### config.mk
export PLATFORM = sky130hd
export DESIGN_NAME = multicycle_ctrl_flat
export DESIGN_NICKNAME = d
export VERILOG_FILES = /design/src/rtl/multicycle_ctrl_pkg.sv /design/src/rtl/multicycle_ctrl_if.sv /design/src/rtl/multicycle_ctrl_decode.sv /design/src/rtl/multicycle_ctrl.sv /design/src/flat_wrapper.sv
export SDC_FILE = /design/constraint.sdc
export NUM_CORES = 1
export LEC_CHECK = 0
export BUFFER_PORTS_ARGS = -buffer_cell sky130_fd_sc_hd__buf_2
export CORE_ASPECT_RATIO = 0.5
export CORE_UTILIZATION = 35
export CTS_BUF_LIST = sky130_fd_sc_hd__clkbuf_8
export CTS_CLUSTER_SIZE = 20
export DETAILED_ROUTE_END_ITERATION = 8
export MAX_ROUTING_LAYER = met4
export SYNTH_ARGS = -nofsm -noshare
export SYNTH_HDL_FRONTEND = slang
export SYNTH_SLANG_ARGS = --single-unit
### constraint.sdc
create_clock -name clk -period 2.5 [get_ports clk]
set_input_delay 0.25 -clock clk [delete_from_list [all_inputs] [get_ports clk]]
set_output_delay 0.25 -clock clk [all_outputs]
set_load 0.1 [all_outputs]
### src/rtl/multicycle_ctrl_pkg.sv
// Shared encodings for the multi-cycle control sequencer: states, opcodes, datapath select codes.
// The immediate generator and ALU decoder use the same imm_sel / alu_op codes.
package ctrl_pkg;

    typedef logic [2:0] state_t;

    localparam state_t S_FETCH  = 3'd0;
    localparam state_t S_DECODE = 3'd1;
    localparam state_t S_EXEC   = 3'd2;
    localparam state_t S_MEM    = 3'd3;
    localparam state_t S_WB     = 3'd4;
    localparam state_t S_TRAP   = 3'd5;

    localparam logic [6:0] OP_R      = 7'b0110011;
    localparam logic [6:0] OP_IMM    = 7'b0010011;
    localparam logic [6:0] OP_LOAD   = 7'b0000011;
    localparam logic [6:0] OP_STORE  = 7'b0100011;
    localparam logic [6:0] OP_BRANCH = 7'b1100011;
    localparam logic [6:0] OP_JAL    = 7'b1101111;

    localparam logic [1:0] IMM_I  = 2'd0;
    localparam logic [1:0] IMM_S  = 2'd1;
    localparam logic [1:0] IMM_SB = 2'd2;
    localparam logic [1:0] IMM_UJ = 2'd3;

    localparam logic [1:0] PC_PLUS4  = 2'd0;
    localparam logic [1:0] PC_BRANCH = 2'd1;
    localparam logic [1:0] PC_JUMP   = 2'd2;

    localparam logic [1:0] ALU_ADD   = 2'd0;
    localparam logic [1:0] ALU_SUB   = 2'd1;
    localparam logic [1:0] ALU_FUNCT = 2'd2;

    localparam logic [1:0] CAUSE_NONE    = 2'd0;
    localparam logic [1:0] CAUSE_ILLEGAL = 2'd1;
    localparam logic [1:0] CAUSE_TIMEOUT = 2'd2;

    typedef enum logic [2:0] {
        CLS_R,
        CLS_IMM,
        CLS_LOAD,
        CLS_STORE,
        CLS_BRANCH,
        CLS_JAL
    } instr_class_t;

endpackage

### src/rtl/multicycle_ctrl_if.sv
// Shared instruction/data memory port: request/ready handshake plus read data.
interface multicycle_ctrl_if;
    logic        mem_req;
    logic        mem_we;
    logic        mem_ready;
    logic [31:0] instr;

    modport master (output mem_req, output mem_we, input mem_ready, input instr);
    modport slave  (input mem_req, input mem_we, output mem_ready, output instr);
endinterface

### src/rtl/multicycle_ctrl_decode.sv
// Combinational opcode/funct3 classifier for the sequencer.
// MULTICYCLE_JAL_EN makes opcode 1101111 (JAL) legal.
module ctrl_decode
    import ctrl_pkg::*;
(
    input  logic [6:0]   opcode,
    input  logic [2:0]   funct3,
    output instr_class_t cls,
    output logic         legal
);

    // NOTE: every output gets a default first so no path leaves it unassigned (no latch).
    always_comb begin
        cls   = CLS_R;
        legal = 1'b0;
        case (opcode)
            OP_R:      begin cls = CLS_R;     legal = 1'b1; end
            OP_IMM:    begin cls = CLS_IMM;   legal = 1'b1; end
            OP_LOAD:   begin cls = CLS_LOAD;  legal = 1'b1; end
            OP_STORE:  begin cls = CLS_STORE; legal = 1'b1; end
            // Only beq (000) and bne (001) are implemented.
            OP_BRANCH: begin cls = CLS_BRANCH; legal = (funct3[2:1] == 2'b00); end
`ifdef MULTICYCLE_JAL_EN
            OP_JAL:    begin cls = CLS_JAL;   legal = 1'b1; end
`endif
            default:   ;
        endcase
    end

endmodule

### src/rtl/multicycle_ctrl.sv
// Multi-cycle RV32I-subset control sequencer with a req/ready memory port and trap handling.
// MULTICYCLE_JAL_EN adds JAL support; without it JAL traps as an illegal instruction.
module multicycle_ctrl
    import ctrl_pkg::*;
#(
    parameter int unsigned MEM_TIMEOUT = 255
) (
    input  logic              clk,
    input  logic              rst_n,
    multicycle_ctrl_if.master mem,
    input  logic              alu_zero,
    output logic              ir_we,
    output logic              pc_we,
    output logic [1:0]        pc_src,
    output logic [1:0]        imm_sel,
    output logic              alu_src_b,
    output logic [1:0]        alu_op,
    output logic              reg_we,
    output logic              mem_to_reg,
    output logic              busy,
    output logic              trap,
    output logic [1:0]        trap_cause
);

    localparam logic [15:0] TMO_LAST = 16'(MEM_TIMEOUT - 1);

    state_t       state;
    state_t       state_d;
    logic         armed;
    logic [6:0]   op_q;
    logic [2:0]   f3_q;
    instr_class_t cls_q;
    instr_class_t cls_d;
    logic         legal;
    logic [1:0]   cause_q;
    logic [15:0]  tmo_cnt;
    logic         mem_req_int;
    logic         mem_done;
    logic         timeout_hit;
    logic         is_store;
    logic         unused_instr;

    ctrl_decode u_decode (
        .opcode (op_q),
        .funct3 (f3_q),
        .cls    (cls_d),
        .legal  (legal)
    );

    assign unused_instr = ^{mem.instr[31:15], mem.instr[11:7]};
    assign is_store     = (cls_q == CLS_STORE);

    // armed keeps the port quiet until the first edge after reset has entered FETCH.
    assign mem_req_int = rst_n && armed && (state == S_FETCH || state == S_MEM);
    assign mem_done    = mem_req_int && mem.mem_ready;
    assign timeout_hit = mem_req_int && !mem.mem_ready && (tmo_cnt == TMO_LAST);

    assign mem.mem_req = mem_req_int;
    assign mem.mem_we  = mem_req_int && (state == S_MEM) && is_store;

    always_comb begin
        state_d = state;
        case (state)
            S_FETCH: begin
                if (mem_done)         state_d = S_DECODE;
                else if (timeout_hit) state_d = S_TRAP;
            end
            S_DECODE: state_d = legal ? S_EXEC : S_TRAP;
            S_EXEC: begin
                case (cls_q)
                    CLS_BRANCH:          state_d = S_FETCH;
                    CLS_LOAD, CLS_STORE: state_d = S_MEM;
                    default:             state_d = S_WB;
                endcase
            end
            S_MEM: begin
                if (mem_done)         state_d = is_store ? S_FETCH : S_WB;
                else if (timeout_hit) state_d = S_TRAP;
            end
            S_WB:    state_d = S_FETCH;
            S_TRAP:  state_d = S_TRAP;
            default: state_d = S_TRAP;
        endcase
    end

    // NOTE: state registers use non-blocking assignments so every flop samples pre-edge values.
    always_ff @(posedge clk) begin
        if (!rst_n) begin
            state   <= S_FETCH;
            armed   <= 1'b0;
            op_q    <= '0;
            f3_q    <= '0;
            cls_q   <= CLS_R;
            cause_q <= CAUSE_NONE;
            tmo_cnt <= '0;
        end else begin
            state <= state_d;
            armed <= 1'b1;
            if (state == S_FETCH && mem_done) begin
                op_q <= mem.instr[6:0];
                f3_q <= mem.instr[14:12];
            end
            if (state == S_DECODE) cls_q <= cls_d;
            if (state_d == S_TRAP && state != S_TRAP)
                cause_q <= (state == S_DECODE) ? CAUSE_ILLEGAL : CAUSE_TIMEOUT;
            if (mem.mem_ready || (state_d != state && (state_d == S_FETCH || state_d == S_MEM)))
                tmo_cnt <= '0;
            else if (mem_req_int)
                tmo_cnt <= tmo_cnt + 16'd1;
        end
    end

    always_comb begin
        ir_we      = 1'b0;
        pc_we      = 1'b0;
        pc_src     = PC_PLUS4;
        imm_sel    = IMM_I;
        alu_src_b  = 1'b0;
        alu_op     = ALU_ADD;
        reg_we     = 1'b0;
        mem_to_reg = 1'b0;
        case (state)
            S_FETCH: ir_we = mem_done;
            S_EXEC: begin
                case (cls_q)
                    CLS_R: alu_op = ALU_FUNCT;
                    CLS_IMM, CLS_LOAD: alu_src_b = 1'b1;
                    CLS_STORE: begin
                        imm_sel   = IMM_S;
                        alu_src_b = 1'b1;
                    end
                    CLS_BRANCH: begin
                        imm_sel = IMM_SB;
                        alu_op  = ALU_SUB;
                        pc_we   = 1'b1;
                        pc_src  = (alu_zero ^ f3_q[0]) ? PC_BRANCH : PC_PLUS4;
                    end
`ifdef MULTICYCLE_JAL_EN
                    CLS_JAL: begin
                        imm_sel = IMM_UJ;
                        pc_we   = 1'b1;
                        pc_src  = PC_JUMP;
                    end
`endif
                    default: ;
                endcase
            end
            S_MEM: pc_we = mem_done && is_store;
            S_WB: begin
                reg_we     = 1'b1;
                mem_to_reg = (cls_q == CLS_LOAD);
                // JAL already moved the PC in EXEC; WB only writes the link value.
                pc_we      = (cls_q != CLS_JAL);
            end
            default: ;
        endcase
    end

    assign busy       = (state != S_FETCH);
    assign trap       = (state == S_TRAP);
    assign trap_cause = cause_q;

endmodule
### src/flat_wrapper.sv
// flat-port wrapper written by rule: the top's interface ports become plain ports
module multicycle_ctrl_flat import ctrl_pkg::*;
#(
    parameter int unsigned MEM_TIMEOUT = 255
)
  (clk, rst_n, alu_zero, ir_we, pc_we, pc_src, imm_sel, alu_src_b, alu_op, reg_we, mem_to_reg, busy, trap, trap_cause, mem_mem_req, mem_mem_we, mem_mem_ready, mem_instr);
  multicycle_ctrl_if mem_i ();
  input  logic clk;
  input  logic rst_n;
  input  logic alu_zero;
  output logic ir_we;
  output logic pc_we;
  output logic [1:0] pc_src;
  output logic [1:0] imm_sel;
  output logic alu_src_b;
  output logic [1:0] alu_op;
  output logic reg_we;
  output logic mem_to_reg;
  output logic busy;
  output logic trap;
  output logic [1:0] trap_cause;
  output wire logic [$bits(mem_i.mem_req)-1:0] mem_mem_req;
  output wire logic [$bits(mem_i.mem_we)-1:0] mem_mem_we;
  input wire logic [$bits(mem_i.mem_ready)-1:0] mem_mem_ready;
  input wire logic [$bits(mem_i.instr)-1:0] mem_instr;
  assign mem_mem_req = mem_i.mem_req;
  assign mem_mem_we = mem_i.mem_we;
  assign mem_i.mem_ready = mem_mem_ready;
  assign mem_i.instr = mem_instr;
  multicycle_ctrl #(.MEM_TIMEOUT(MEM_TIMEOUT)) u_core (.clk(clk), .rst_n(rst_n), .mem(mem_i), .alu_zero(alu_zero), .ir_we(ir_we), .pc_we(pc_we), .pc_src(pc_src), .imm_sel(imm_sel), .alu_src_b(alu_src_b), .alu_op(alu_op), .reg_we(reg_we), .mem_to_reg(mem_to_reg), .busy(busy), .trap(trap), .trap_cause(trap_cause));
endmodule
==> impl_results.md, run 1 <==
* # setup viols final at 0
* Post-route cell area at 2230 um^2
* Fraction of layout cells with a size suffix above 1 at 29.4%
* Worst hold endpoint: u_core.op_q[3]
* Reg2reg start: u_core.cls_q[2]
* Worst Max-Slew Pin Slew at 0.566 ns
* Placed Area at 2140 um^2
* Post-CTS Repair Setup Buffers at 0
* Number of synthesized register bits at 35
* Post-Syn Nets at 261
* Max-slew violations at 0
* # IOs at 53
* CP startpoint kind: flop
* Clock-pin transition on the worst setup and hold timing paths at 0.07 ns
* First-pass DRT Iterations at 7
* Sw frac at 35.5%
* Post-synthesis sequential area ratio at 35.4%
* Die Y at 55.2 um
* Tot Pwr at 1.32 mW
* Core ar. at 5180 um^2
* Htree depth at 2
* Static Leak at 0.790 nW
* Synth cell types at 59
* Outcome: finished, final reports clean
* Worst VDD drop at 0.000284 V
* Buffers on Ports at 29
* Synth Flop Type: dfxtp_1
* Number of synthesized flops with an enable pin at 0
* CP Buf/Inv Count at 1
* Critical Path Sink Type: output port
* GR Util met3 at 3.51%
* Fin cells at 318
* Power density cells at 593 nW/um^2
* Seq pwr share at 45.9%
* Post-Synthesis Mean Instance Area at 8.87 um^2
* Grt met1 use at 16.6%
* Via count of the first global-routing pass at 1465
* Critical path class: flop to output port
* Routing usage on met2 at 26.5%
* Slowest-stage cell, CP: dfxtp_1
* R2R cell count at 5
* Reg-to-reg setup timing slack at 0.42 ns
* Initial Utilization at 38.2%
* Post-Syn Area at 1980 um^2
* Final WL at 3750 um
* Slowest stage delay, CP at 0.66 ns
* Max Freq at 427 MHz
* Unrepaired setup endpoints after global routing: no
* Top delay family on crit path: flip-flops
* Worst skew pair latency at 0.29 ns
* Reg-to-reg endpoint: u_core.tmo_cnt[2]
* Layout Nets at 285
* Total Die Area at 5970 um^2
* Total CTS buffers at 5
* Clk sinks at 35
* Hold crit path type: primary input to flop
* Post-CTS Resized at 0
* Vias at 1569
* Area growth syn-to-layout at 12.5%
* Psw at 0.468 mW
* Max cap viols at 0
* Total GRT Usage at 14.8%
* First-pass GRT wire length at 6550 um
* Worst hold start: mem_instr[3]
* Share of total power in the clock network at 29.8%
* Initial antenna violation count at 0
* Worst path cell trace: nor3b_4 > a31oi_1 > a31o_2 > o21ai_2 > buf_2
* Fin. Hold Viols at 0
* CP Max Fanout at 12
* DP Worst Slack at 0.408 ns
* Avg WL per Cell at 11.8 um
* Clock Skews at 0.00639 ns
* Final ANT Viol Nets at 0
* WHS Path Cells at 3
* GR peak layer: met2
* Crit share post-route at 93.7%
* Post-Syn Instances at 223
* Crit. path cell count at 5
* Arrival @ worst endpoint at 2.09 ns
* CTS tree: built
* Chip width at 108 um
* Inserted Diodes at 0
* Placed Cells at 310
* Slew headroom at 62.1%
* Worst path required time at 2.25 ns
* Async set or reset register ratio after synthesis at 0%
* Row Count at 18
* DRC violations left at 0
* Worst setup margin at 0.156 ns
* Final min period at 2.34 ns
* Comb pwr share at 24.3%
* Largest net degree at the start of global routing at 17
* Clk root buf: clkbuf_8
* Design internal power at 0.852 mW
* WHS at 0.194 ns
* Grt ovf at 0
* Routability congestion estimate at 0.782
* Ys Warns at 0
* Detail Placement HPWL at 2830 um
* Vias per std cell at 4.93
* Quantity of hold-fixing buffers added after cts at 0
* Longest Clk Path Bufs at 2
* Initial DRC count at 51
-- cell type report --
| cell class | instances | area [um^2] |
|---|---|---|
| multi-input cells | 168 | 1170 |
| flip-flops and latches | 35 | 701 |
| well taps | 70 | 87.6 |
| repair buffers | 31 | 160 |
| clock inverters | 3 | 15.0 |
| inverters | 6 | 22.5 |
| fillers | 539 | 2950 |
| clock buffers | 5 | 68.8 |
-- how the worst max path moves through the flow --
stage | start | to | slack [ns]
after global routing | u_core.state[0] | pc_we | 0.02
after global placement | u_core.cls_q[2] | u_core.tmo_cnt[1] | 0.46
after CTS | u_core.state[2] | pc_we | 0.14
final | u_core.state[2] | pc_we | 0.16
after floorplan | u_core.state[0] | alu_src_b | -0.68
after detailed placement | u_core.cls_q[2] | u_core.tmo_cnt[2] | 0.41
-- metrics by stage --
step,TNS (ns),utilization [%]
after global routing,0,43.0
after CTS,0,43.0
final,0,43.0
after floorplan,-2.08,-
after detailed placement,0,41.4
after global placement,0,41.4
-- placed cells by master (no fill, tap or decap), types with 4 or more instances in the layout --
master,Yosys,routed
a21boi_1,9,9
a21oi_1,5,5
buf_2,3,29
clkbuf_8,0,5
dfxtp_1,35,35
inv_1,5,5
nand2_1,31,30
nand3_1,5,5
nor2_1,17,17
nor2_2,12,12
nor2b_1,4,4
nor3_1,4,4
xnor2_1,7,7
xor2_1,9,9
-- Yosys cell counts, types with 4 or more instances --
library cell,number,area share [%]
a21boi_1,9,3.4
a21oi_1,5,1.3
buf_6,5,2.8
dfxtp_1,35,35
inv_1,5,0.95
nand2_1,31,5.9
nand3_1,5,1.3
nor2_1,17,3.2
nor2_2,12,3.8
nor2b_1,4,1.3
nor3_1,4,1.0
o21ai_0,4,1.0
xnor2_1,7,3.1
xor2_1,9,4.0
-- registers in the layout, summed over array words and instances, names as in the netlist --
name,cells
u_core.armed,1
u_core.cls_q,3
u_core.f3_q,3
u_core.op_q,7
u_core.state,3
u_core.tmo_cnt,16
u_core.trap_cause,2
-- power groups by stage --
stage	logic (mW)	clock network (mW)	registers, mW
3_3_place_gp	0.320	0	0.618
5_1_grt	0.342	0.442	0.609
4_1_cts	0.324	0.410	0.605
2_1_floorplan	0.258	0	0.641
6_report	0.321	0.394	0.606
3_5_place_dp	0.323	0	0.619
-- worst register-to-register path, cell delays in order, from the launching register on --
cell and delay, ns:
dfxtp_1 0.49, or3b_4 0.45, a31oi_2 0.25, o22ai_4 0.14, o21ai_4 0.50, nor2_1 0.11
-- cell families (layout without fill, tap and decap cells) --
family                   count (synthesis)  in the layout  share of synthesized area, %
AO/OA/AOI/OAI                           38             38                          16.2
buffers and inverters                   20             45                          6.83
AND/OR/NAND/NOR                        111            111                          33.0
other                                    1              1                         0.190
adder cells (fa/ha/maj)                  2              2                          1.26
flip-flops                              35             35                          35.4
XOR/XNOR                                16             16                          7.08
-- routing by layer --
metal,vias up,share of wire [%]
met5,-,0
met2,26,48
li1,818,-
met1,720,48
met3,5,2.8
met4,0,1.2
Note: power is estimated with default switching activity, not from simulation.
==> inputs of run 2 (changes only) <==
--- a/config.mk
+++ b/config.mk
@@ -8,7 +8,6 @@
 export BUFFER_PORTS_ARGS = -buffer_cell sky130_fd_sc_hd__buf_2
 export CORE_ASPECT_RATIO = 0.5
 export CORE_UTILIZATION = 35
-export CTS_BUF_LIST = sky130_fd_sc_hd__clkbuf_8
 export CTS_CLUSTER_SIZE = 20
 export DETAILED_ROUTE_END_ITERATION = 8
 export MAX_ROUTING_LAYER = met4
==> run 2 against run 1 <==
Compared with the run above: combinational power hardly changed; register-to-register slack improved by 0.02 ns; critical endpoint unchanged; largest cell class unchanged; highest routed layer unchanged; largest power group unchanged; flip-flop and latch count is the same; critical path depth unchanged; worst setup slack better by 0.016 ns.
==> impl_results.md, run 2 (synthesis results as in run 1) <==
* Post-CTS Resized at 0 (unchanged)
* Layout Nets at 285 (unchanged)
* Row Count at 18 (unchanged)
* DRC violations left at 0 (unchanged)
* Most common cell after layout, fill and taps aside: dfxtp_1
* Vias per std cell at 4.99 (+1.2%)
* Tot Pwr at 1.52 mW (+15%)
* Quantity of hold-fixing buffers added after cts at 0 (unchanged)
* Inserted Diodes at 0 (unchanged)
* Fin cells at 318 (unchanged)
* Routability congestion estimate at 0.782 (unchanged)
* Longest Clk Path Bufs at 2 (unchanged)
* Largest net degree at the start of global routing at 17 (unchanged)
* Avg WL per Cell at 11.9 um (+0.67%)
* Power density cells at 664 nW/um^2 (+12%)
* Initial Utilization at 38.2% (unchanged)
* Placed Cells at 310 (unchanged)
* Post-route core utilization at 44.1% (+1.1 points)
* Vias at 1588 (+1.2%)
* Htree depth at 2 (unchanged)
* Detail Placement HPWL at 2830 um (unchanged)
* Clk sinks at 35 (unchanged)
* Clock-pin transition on the worst setup and hold timing paths at 0.05 ns (-0.02 ns)
* Worst VDD drop at 0.000311 V (+9.4%)
* Crit share post-route at 93.1% (-0.66 points)
* Max cap viols at 0 (unchanged)
* Sequential cell area at 701 um^2 (unchanged)
* Initial DRC count at 42 (-18%)
* Static Leak at 0.816 nW (+3.2%)
* # IOs at 53 (unchanged)
* Grt ovf at 0 (unchanged)
* Final min period at 2.33 ns (-0.0165 ns)
* Placed Area at 2140 um^2 (unchanged)
* Multi-input gate area at 1170 um^2 (unchanged)
* Unrepaired setup endpoints after global routing: no
* Slowest stage delay, CP at 0.65 ns (about the same)
* Slowest-stage cell, CP: dfxtp_1
* Reg with most FFs: u_core.tmo_cnt
* Top Registers: u_core.tmo_cnt x16, u_core.op_q x7
* First-pass DRT Iterations at 4 (-3)
* Critical Path Sink Type: output port
* Final WL at 3780 um (+0.67%)
* Post-route cell area at 2280 um^2 (+2.5%)
* Buffers on Ports at 29 (unchanged)
* Hold crit path type: primary input to flop
* Slew headroom at 62.6% (+0.49 points)
* Area growth syn-to-layout at 15.4%
* Worst path required time at 2.25 ns (about the same)
* Most frequent cells in the layout: dfxtp_1 (35), nand2_1 (30), buf_2 (29)
* # setup viols final at 0 (unchanged)
* Critical path class: flop to output port
* Worst path cell trace: nor3b_4 > a31oi_1 > a31o_2 > o21ai_2 > buf_2
* # fillers at 539 (unchanged)
* Arrival @ worst endpoint at 2.08 ns (about the same)
* Initial antenna violation count at 0 (unchanged)
* Worst Max-Slew Pin Slew at 0.558 ns (-0.00734 ns)
* CP Max Fanout at 12 (unchanged)
* Final ANT Viol Nets at 0 (unchanged)
* Fin. Hold Viols at 0 (unchanged)
* First-pass GRT wire length at 6560 um (+0.20%)
* Chip width at 108 um (unchanged)
* Clk root buf: clkbuf_16
* Die Y at 55.2 um (unchanged)
* Post-CTS Repair Setup Buffers at 0 (unchanged)
* Clock Skews at 0.00370 ns (-0.00269 ns)
* Top delay family on crit path: flip-flops
* Outcome: finished, final reports clean
* Fraction of layout cells with a size suffix above 1 at 29.4% (unchanged)
* Worst skew pair latency at 0.28 ns (about the same)
* Max Freq at 430 MHz (+0.71%)
* Max reg flops at 16 (unchanged)
* Core ar. at 5180 um^2 (unchanged)
* Total Die Area at 5970 um^2 (unchanged)
* Max-slew violations at 0 (unchanged)
* Total CTS buffers at 5 (unchanged)
* CTS tree: built
* Via count of the first global-routing pass at 1470 (+0.34%)
* Total GRT Usage at 14.9% (+0.055 points)
* CP Buf/Inv Count at 1 (unchanged)
* CP startpoint kind: flop
run 2: cell counts in the layout (fill, tap and decap cells not counted):
Identical to the previous run, type by type.
run 2: where the power goes:
group | leakage, nW | internal (mW) | total, mW | switching (mW)
registers | 0.283 | 0.577 | 0.607 | 0.0296
clock network | 0.0733 | 0.363 | 0.587 | 0.224
logic | 0.459 | 0.0858 | 0.322 | 0.236
run 2: cell type report:
| cell class | instances | share of cell area (%) |
|---|---|---|
| timing repair buffer | 31 | 7.02 |
| inverter | 6 | 0.987 |
| sequential | 35 | 30.7 |
| clock inverter | 3 | 0.658 |
| multi-input combinational | 168 | 51.3 |
| tap | 70 | 3.84 |
| clock buffer | 5 | 5.48 |
run 2: worst register-to-register path, cell delays in order, from the launching register on:
cell and delay, ns:
dfxtp_1 0.49, or3b_4 0.45, a31oi_2 0.25, o22ai_4 0.14
o21ai_4 0.50, nor2_1 0.11
run 2: worst paths after layout:
check                                startpoint                end  slack, ns  cells past startpoint
worst max register to register  u_core.cls_q[2]  u_core.tmo_cnt[2]       0.44                      5
worst max-delay path            u_core.state[2]              pc_we       0.17                      5
worst min register to register   u_core.f3_q[2]     u_core.f3_q[2]       0.45                      2
worst min-delay path               mem_instr[3]     u_core.op_q[3]       0.21                      3
run 2: metal layers:
layer	GRT usage [%]	wire length, um
met2	26.8	1780
met4	6.76	58
met1	16.4	1820
met5	-	0
met3	3.51	112
run 2: stage by stage:
| step | hold WS (ns) | TNS, ns | worst slack [ns] |
|---|---|---|---|
| 2_1_floorplan | 0.278 | -2.08 | -0.685 |
| 3_3_place_gp | 0.440 | 0 | 0.463 |
| 3_5_place_dp | 0.450 | 0 | 0.408 |
| 5_1_grt | 0.209 | 0 | 0.0403 |
| 4_1_cts | 0.205 | 0 | 0.160 |
| 6_report | 0.208 | 0 | 0.173 |
